$ cat src/rtl/cim_pkg.sv
// Shared definitions for CIM layer controllers.
//   t_layer_ctrl_state : sequencer states of a fully-connected layer controller
//   ceil_div           : ceiled division, used for tile counts
//   bits_for           : index width for n items (never below 1)
package cim_pkg;

    typedef enum logic [2:0] {
        S_IDLE,
        S_ISSUE,
        S_WAIT,
        S_HANDOFF,
        S_FUNC_START
    } t_layer_ctrl_state;

    function automatic int unsigned ceil_div(input int unsigned num, input int unsigned den);
        return (num + den - 1) / den;
    endfunction

    function automatic int unsigned bits_for(input int unsigned n);
        return (n > 1) ? $clog2(n) : 1;
    endfunction

endpackage

$ cat src/rtl/cim_done_collector.sv
// Collects per-tile done pulses into a sticky mask.
//   clk, rst : clock, asynchronous active-high reset
//   clear    : load the mask with the current done vector (starts a new collection)
//   acc      : OR the current done vector into the mask
//   done     : per-tile done pulses
//   mask     : registered collected mask
//   all_set  : every tile has reported, including a done arriving this cycle
module cim_done_collector #(
    parameter int unsigned width = 2
) (
    input  logic             clk,
    input  logic             rst,
    input  logic             clear,
    input  logic             acc,
    input  logic [width-1:0] done,
    output logic [width-1:0] mask,
    output logic             all_set
);

    logic [width-1:0] mask_q;
    logic [width-1:0] mask_d;

    always_comb begin
        mask_d = mask_q;
        if (clear) begin
            mask_d = done;
        end else if (acc) begin
            mask_d = mask_q | done;
        end
    end

    always_ff @(posedge clk or posedge rst) begin
        if (rst) begin
            mask_q <= '0;
        end else begin
            mask_q <= mask_d;
        end
    end

    assign mask    = mask_q;
    assign all_set = &(mask_q | done);

endmodule

$ cat src/rtl/fc_layer_ctrl.sv
// Per-layer sequencer for one fully-connected CIM layer.
// Issues one crossbar op per input bit-plane (LSB first), waits for every vertical tile
// to report done, then hands off to the func unit.
//   clk, rst     : clock, asynchronous active-high reset
//   i_start      : upstream pulse, input vector ready
//   o_busy       : layer busy (state != S_IDLE)
//   o_cim_start  : pulse, all tiles start an op on plane o_bit_idx
//   o_bit_idx    : current bit-plane index
//   i_cim_done   : per-tile done pulses
//   o_cim_busy   : crossbar ops outstanding
//   i_func_busy  : func unit busy
//   o_func_start : pulse, start func unit readout
//   o_inf_count  : completed inferences (wrapping)
//   o_err        : sticky, done pulse seen with no op outstanding
module fc_layer_ctrl
    import cim_pkg::*;
#(
    parameter int unsigned input_size    = 257,
    parameter int unsigned xbar_size     = 256,
    parameter int unsigned datatype_size = 8,
    parameter int unsigned v_cim_tiles   = ceil_div(input_size, xbar_size),
    parameter int unsigned count_width   = 16
) (
    input  logic                             clk,
    input  logic                             rst,
    input  logic                             i_start,
    output logic                             o_busy,
    output logic                             o_cim_start,
    output logic [$clog2(datatype_size)-1:0] o_bit_idx,
    input  logic [v_cim_tiles-1:0]           i_cim_done,
    output logic                             o_cim_busy,
    input  logic                             i_func_busy,
    output logic                             o_func_start,
    output logic [count_width-1:0]           o_inf_count,
    output logic                             o_err
);

    localparam int unsigned bw = $clog2(datatype_size);
    localparam logic [bw-1:0] last_idx = bw'(datatype_size - 1);

    t_layer_ctrl_state state_q, state_d;
    logic [bw-1:0]          bit_idx_q, bit_idx_d;
    logic [count_width-1:0] count_q, count_d;
    logic                   err_q, err_d;

    logic                   all_done;
    logic [v_cim_tiles-1:0] done_mask;

    cim_done_collector #(
        .width(v_cim_tiles)
    ) u_done_collector (
        .clk    (clk),
        .rst    (rst),
        .clear  (state_q == S_ISSUE),
        .acc    (state_q == S_WAIT),
        .done   (i_cim_done),
        .mask   (done_mask),
        .all_set(all_done)
    );

    always_comb begin
        state_d   = state_q;
        bit_idx_d = bit_idx_q;
        count_d   = count_q;
        err_d     = err_q;

        unique case (state_q)
            S_IDLE: begin
                if (i_start) begin
                    state_d   = S_ISSUE;
                    bit_idx_d = '0;
                end
            end
            S_ISSUE: begin
                state_d = S_WAIT;
            end
            S_WAIT: begin
                // all_done already includes this cycle's pulses
                if (all_done) begin
                    if (bit_idx_q == last_idx) begin
                        state_d = S_HANDOFF;
                    end else begin
                        bit_idx_d = bit_idx_q + bw'(1);
                        state_d   = S_ISSUE;
                    end
                end
            end
            S_HANDOFF: begin
                if (!i_func_busy) begin
                    state_d = S_FUNC_START;
                end
            end
            S_FUNC_START: begin
                state_d = S_IDLE;
                count_d = count_q + count_width'(1);
            end
            default: begin
                state_d = S_IDLE;
            end
        endcase

        // A done pulse is only legitimate while an op is outstanding
        if ((state_q != S_ISSUE) && (state_q != S_WAIT) && (|i_cim_done)) begin
            err_d = 1'b1;
        end
    end

    always_ff @(posedge clk or posedge rst) begin
        if (rst) begin
            state_q   <= S_IDLE;
            bit_idx_q <= '0;
            count_q   <= '0;
            err_q     <= 1'b0;
        end else begin
            state_q   <= state_d;
            bit_idx_q <= bit_idx_d;
            count_q   <= count_d;
            err_q     <= err_d;
        end
    end

    assign o_cim_start  = (state_q == S_ISSUE);
    assign o_cim_busy   = (state_q == S_ISSUE) || (state_q == S_WAIT);
    assign o_busy       = (state_q != S_IDLE);
    assign o_func_start = (state_q == S_FUNC_START);
    assign o_bit_idx    = bit_idx_q;
    assign o_inf_count  = count_q;
    assign o_err        = err_q;

endmodule
$ cat config.mk
export PLATFORM = sky130hd
export DESIGN_NAME = fc_layer_ctrl
export DESIGN_NICKNAME = d
export VERILOG_FILES = /design/src/rtl/cim_pkg.sv /design/src/rtl/cim_done_collector.sv /design/src/rtl/fc_layer_ctrl.sv
export SDC_FILE = /design/constraint.sdc
export NUM_CORES = 1
export LEC_CHECK = 0
export ABC_CLOCK_PERIOD_IN_PS = 2000
export CAP_MARGIN = 20
export CORE_MARGIN = 2
export CORE_UTILIZATION = 47
export CTS_CLUSTER_SIZE = 14
export DETAILED_ROUTE_END_ITERATION = 10
export PLACE_DENSITY_LB_ADDON = 0.3
export SYNTH_ARGS = -nofsm -noshare
export SYNTH_HDL_FRONTEND = slang
export SYNTH_SLANG_ARGS = --single-unit
$ cat constraint.sdc
create_clock -name clk -period 2 [get_ports clk]
set_clock_uncertainty 0.05 [all_clocks]
set_input_delay 0.4 -clock clk [delete_from_list [all_inputs] [get_ports clk]]
set_output_delay 0.4 -clock clk [all_outputs]
set_load 0.03 [all_outputs]
# After elaboration in Yosys (flattened, before gate mapping)
# Index checks and enable logic that the tools add are counted.
# Widths: inputs -> output; s select.
[classes]
add_sub_neg = 2
n_eq_ne = 11
mux = 11
bitwise_logic = 1
reduce_logical = 11
[ops]
columns = ["operator", "n"]
rows = [
  ["$mux 3", 6],
  ["$add 16x1->16 const B", 1],
  ["$pmux 3 s4", 1],
  ["$ne 2x2->1 const B", 4],
  ["$eq 3x2->1 const B", 2],
  ["$eq 3x3->1 const B", 2],
  ["$mux 2", 3],
  ["$pmux 3 s2", 1],
  ["$reduce_and 4->1", 1],
  ["$reduce_bool 2->1", 2],
  ["$add 3x1->3 const B", 1],
  ["$eq 3x1->1 const B", 1],
  ["$logic_not 3->1", 1],
  ["$ne 3x1->1 const B", 1],
  ["$ne 3x2->1 const B", 1],
  ["$reduce_and 3->1", 1],
  ["$reduce_bool 3->1", 1],
  ["$logic_and 1x1->1", 2],
  ["$or 2x2->2", 1],
  ["$reduce_and 2->1", 1],
  ["$reduce_or 2->1", 1],
  ["$logic_or 1x1->1", 1],
]
[word_totals]
ff_bits = 25
in_bits = 6
out_inout_bits = 24
word_cells = 41

# Logic depth before layout (Yosys ltp)
[depth]
ltp_word = 4
ltp_mapped = 5
depth_no_buf = 5

# Cells and area by module
# From an unflattened synthesis, not the netlist that was laid out.
[hier_totals]
cells_unflattened = 115
hier_area_um2 = 1216.2
[by_module_without_submodules]
columns = ["mod", "n_inst", "cells_per_inst", "area_each_um2", "seq_area_each_um2"]
rows = [
  ["fc_layer_ctrl", 1, 105, 1126.1, 575.6],
  ["cim_done_collector", 1, 10, 90.1, 50.0],
]

# Least setup slack after synthesis
# OpenSTA, ideal clock, no wires.
[synth_path]
path_type = "flip-flop to flip-flop"
from = "register state_q[1]"
to = "register count_q[1], in the netlist o_inf_count[1]"
setup_ns = 0.125
t_arrival_ns = 1.899
slack_ns = -0.074
path_stages_with_launch = 4
n_path_buf = 1
period_less_slack_ns = 2.074
path_cell_list = "dfrtp_1 -> buf_4 -> nor3b_1 -> mux2_2"
[synth_between]
elab_chain_cells = 1
[synth_lines]
columns = ["element", "line", "rtl"]
rows = [
  ["from (decl)", "fc_layer_ctrl.sv:41", "t_layer_ctrl_state state_q, state_d;"],
  ["from (signal assigned)", "fc_layer_ctrl.sv:115", "state_q <= state_d;"],
  ["$eq 3x3->1", "--", ""],
  ["net o_func_start", "fc_layer_ctrl.sv:33", "output logic o_func_start,"],
  ["to (signal assigned)", "fc_layer_ctrl.sv:117", "count_q <= count_d;"],
  ["to (decl)", "fc_layer_ctrl.sv:43", "logic [count_width-1:0] count_q, count_d;"],
]
# The timed path passes the listed nets, and every way through them passes these cells.
# A chain may end at the register's enable or synchronous reset.

# Final worst setup path
[layout_path]
from = "register count_q[4], in the netlist o_inf_count[4]"
to = "output o_inf_count[4]"
[layout_lines]
columns = ["element", "line", "rtl"]
rows = [
  ["to (decl)", "fc_layer_ctrl.sv:34", "output logic [count_width-1:0] o_inf_count,"],
]
# No word-level cell between the ends.

==> results.cfg <==
[logic_synthesis]
synth_top_area_cell = dfrtp_1
synth-seq-cells = 25
synth_cells = 103
synth-simple-area-share_pct = 19.81
yosys-top-cells-area = dfrtp_1 53%, xnor2_1 7.4%, xor2_1 4.4%
synthDistinctLibCells = 33
yosysTopAreaCellShare_pct = 52.69
synthAdderAreaFrac_pct = 3.161
syn_area_um2 = 1187
ys_top_cells_by_count = 25 x dfrtp_1, 10 x nor2_1, 10 x xnor2_1, 6 x nand2_1, 6 x xor2_1
ys_warn_count = 0
synth_async_sr_flop_share_pct = 100.0
synth_xor_area_share_pct = 11.80
syn-num-nets = 112
muxShareOfSynthArea_pct = 2.740
synth_seq_area_share_pct = 52.69
synth_ff_type = dfrtp_1
synth_edf_count = 0
synth_top_family_by_area = simple AND/OR/NAND/NOR gates
postSynthAreaPerCell_um2 = 11.53
yosys.cell_count.top_type = dfrtp_1
synth-compound-area-share_pct = 6.533

[power_and_ir_drop]
ir_drop_uv = 787.4
clkPwrFrac_pct = 12.5
p_leak_nw = 0.7454
pwr-share-comb_pct = 49.1
p_sw_w = 0.0007106
internal-power_w = 0.001080
total_power_w = 0.001791
seqPwrFrac_pct = 38.4
power_density_nw_per_um2 = 1135
swShare_pct = 39.68

[grt]
grt_usage_pct = 17.65
grt_max_degree = 26
grt_pass1_vias = 875
antenna_found_initial = 0
gr-total-overflow = 0
grt_pass1_wl_mm = 3.705

[setup_path]
path_buf_inv = 1
critPathSlowestCell = clkdlybuf4s50_1
critical_path_class = flop to primary output
cp-end-kind = primary output
rr_worst_depth = 5
cp.required_ns = 1.55
r2r_start = state_q[0]$_DFFE_PP0P_
reg2reg_slack_ns = 0.25
critical_path.top_delay_family = buffers and inverters
worstSetupStartpointType = flop
crit_chain = clkdlybuf4s50_1
critPathArrivalTime_ns = 1.47
r2r-end = o_inf_count[13]$_DFFE_PP0P_
worst-path-max-fanout = 6
max_stage_delay_ns = 0.70

[die]
coreArea_um2 = 2432
std_cell_rows = 18
die_height_um = 54.26
start_util_pct = 48.82
die_w_um = 54.26
fp.dieArea_um2 = 2944
io_pins = 30

[detailed_routing]
routedWlPerCell_um = 12.83
vias = 854
drt_wl_total_mm = 2.168
viasPerCell = 5.053
drt_iter0_drc = 5
drc_errors = 0
first_pass_iters = 4
ant_nets = 0

[timing]
tightest_slew_ns = 0.4722
slew_viol_final = 0
fin_crit_ns = 1.921
setup_violations = 0
whs_ns = 0.3768
grt_setup_unrepaired = no
finalHoldViolations = 0
max_freq_mhz = 520.5
slew_headroom_pct = 68.23
period_share_pct = 96.07

[placed_design]
hpwl_mm = 1.605
portBuffers = 29
place_congestion = 0.7288

[cts]
cts_max_level = 1
clk_pin_slew_ns = 0.13
tritoncts = built
cts_inserted_buffers = 3
clockBufferDepth = 2
clk_latency_ns = 0.31
cts_num_sinks = 25
clk_root_buffer_cell = clkbuf_4

[cells_and_area]
multi_input_area_um2 = 533.0
num-fill-cells = 219
final_nets = 149
drive_gt1_share_pct = 16.55
seq_area_um2 = 625.6
antennaDiodeCount = 0
area_growth_pct = 32.88

[worst_hold_path]
hp-class = primary input to asynchronous set/reset pin

[run]
drv_cap = 0

[outcome]
status = finished clean
cell usage in the layout, fill, tap and decap left out, drive strengths merged, types with 6 or more instances in the layout:
cell / instances
clkdlybuf4s50: 23
buf: 9
nor2: 12
xor2: 6
dfrtp: 25
xnor2: 10
nand2: 6
state kept, by name, summed over array words and instances, names as in the netlist:
name / count
o_inf_count: 16
o_bit_idx: 3
o_err: 1
u_done_collector.mask: 2
state_q: 3
power groups by stage:
stage,Clock (W),Combinational [W],Sequential (W)
finish,0.000223,0.000880,0.000688
global route,0.000254,0.000958,0.000705
CTS,0.000237,0.000870,0.000690
detailed placement,0,0.000866,0.000698
floorplan,0,0.000483,0.000796
global placement,0,0.000850,0.000695
area by class of cell:
cell class                 instances  share of cell area, %
timing repair buffer              35                  21.49
sequential                        25                  39.65
inverter                           4                 0.9516
multi-input combinational         71                  33.78
clock inverter                     1                 0.3172
clock buffer                       3                  1.427
tap                               30                  2.379
routing by layer:
layer / GRT usage (%) / routed length (µm) / up-vias
li1: - / - / 430
met1: 22.30 / 952 / 406
met2: 28.71 / 1126 / 16
met3: 3.005 / 76 / 2
met4: 9.583 / 13 / 0
met5: 0 / 0 / -
worst max-delay path by stage:
| stage | startpoint | to | slack [ns] | cells after the start |
|---|---|---|---|---|
| after floorplan | o_bit_idx[0]$_DFFE_PP0P_ | o_bit_idx[0]$_DFFE_PP0P_ | 0.23 | 4 |
| after global placement | i_cim_done[1] | o_bit_idx[0]$_DFFE_PP0P_ | 0.02 | 5 |
| after detailed placement | i_cim_done[1] | o_bit_idx[0]$_DFFE_PP0P_ | -0.03 | 5 |
| after CTS | state_q[2]$_DFFE_PP0P_ | o_cim_start | 0.005 | 5 |
| after global routing | o_inf_count[11]$_DFFE_PP0P_ | o_inf_count[11] | 0.01 | 1 |
| final | o_inf_count[4]$_DFFE_PP0P_ | o_inf_count[4] | 0.08 | 1 |
cell families (layout without fill, tap and decap cells):
| kind of cell | count (synthesis) | after routing |
|---|---|---|
| flops | 25 | 25 |
| buf+inv | 7 | 43 |
| fa+ha+maj | 3 | 3 |
| simple gates | 40 | 40 |
| mux | 3 | 3 |
| compound gates | 9 | 9 |
| xor+xnor | 16 | 16 |
stage by stage:
| step | cell area, µm² | TNS [ns] | instances | util, % | setup WS (ns) |
|---|---|---|---|---|---|
| 5_1_grt | 1578 | 0 | 169 | 64.87 | 0.01397 |
| 6_report | 1578 | 0 | 169 | 64.87 | 0.07865 |
| 4_1_cts | 1568 | 0 | 169 | 64.45 | 0.005437 |
| 3_5_place_dp | 1534 | -0.04005 | 165 | 63.07 | -0.03142 |
| 2_1_floorplan | 1192 | 0 | 103 | - | 0.2347 |
| 3_3_place_gp | 1534 | 0 | 165 | 63.07 | 0.01664 |
what timing repair did:
action                                  4_1_cts  5_1_grt
endpoints found under the setup margin        2        4
hold buffers                                  0        0
hold endpoints to repair                      0        0
buffers inserted                              0        0
gates resized for setup                       3        4
worst min-delay path: cells and delay by family:
family                 cells  cell delay (ns)
buffers and inverters      3             0.75
No activity file was read; power rests on OpenSTA's default activity.
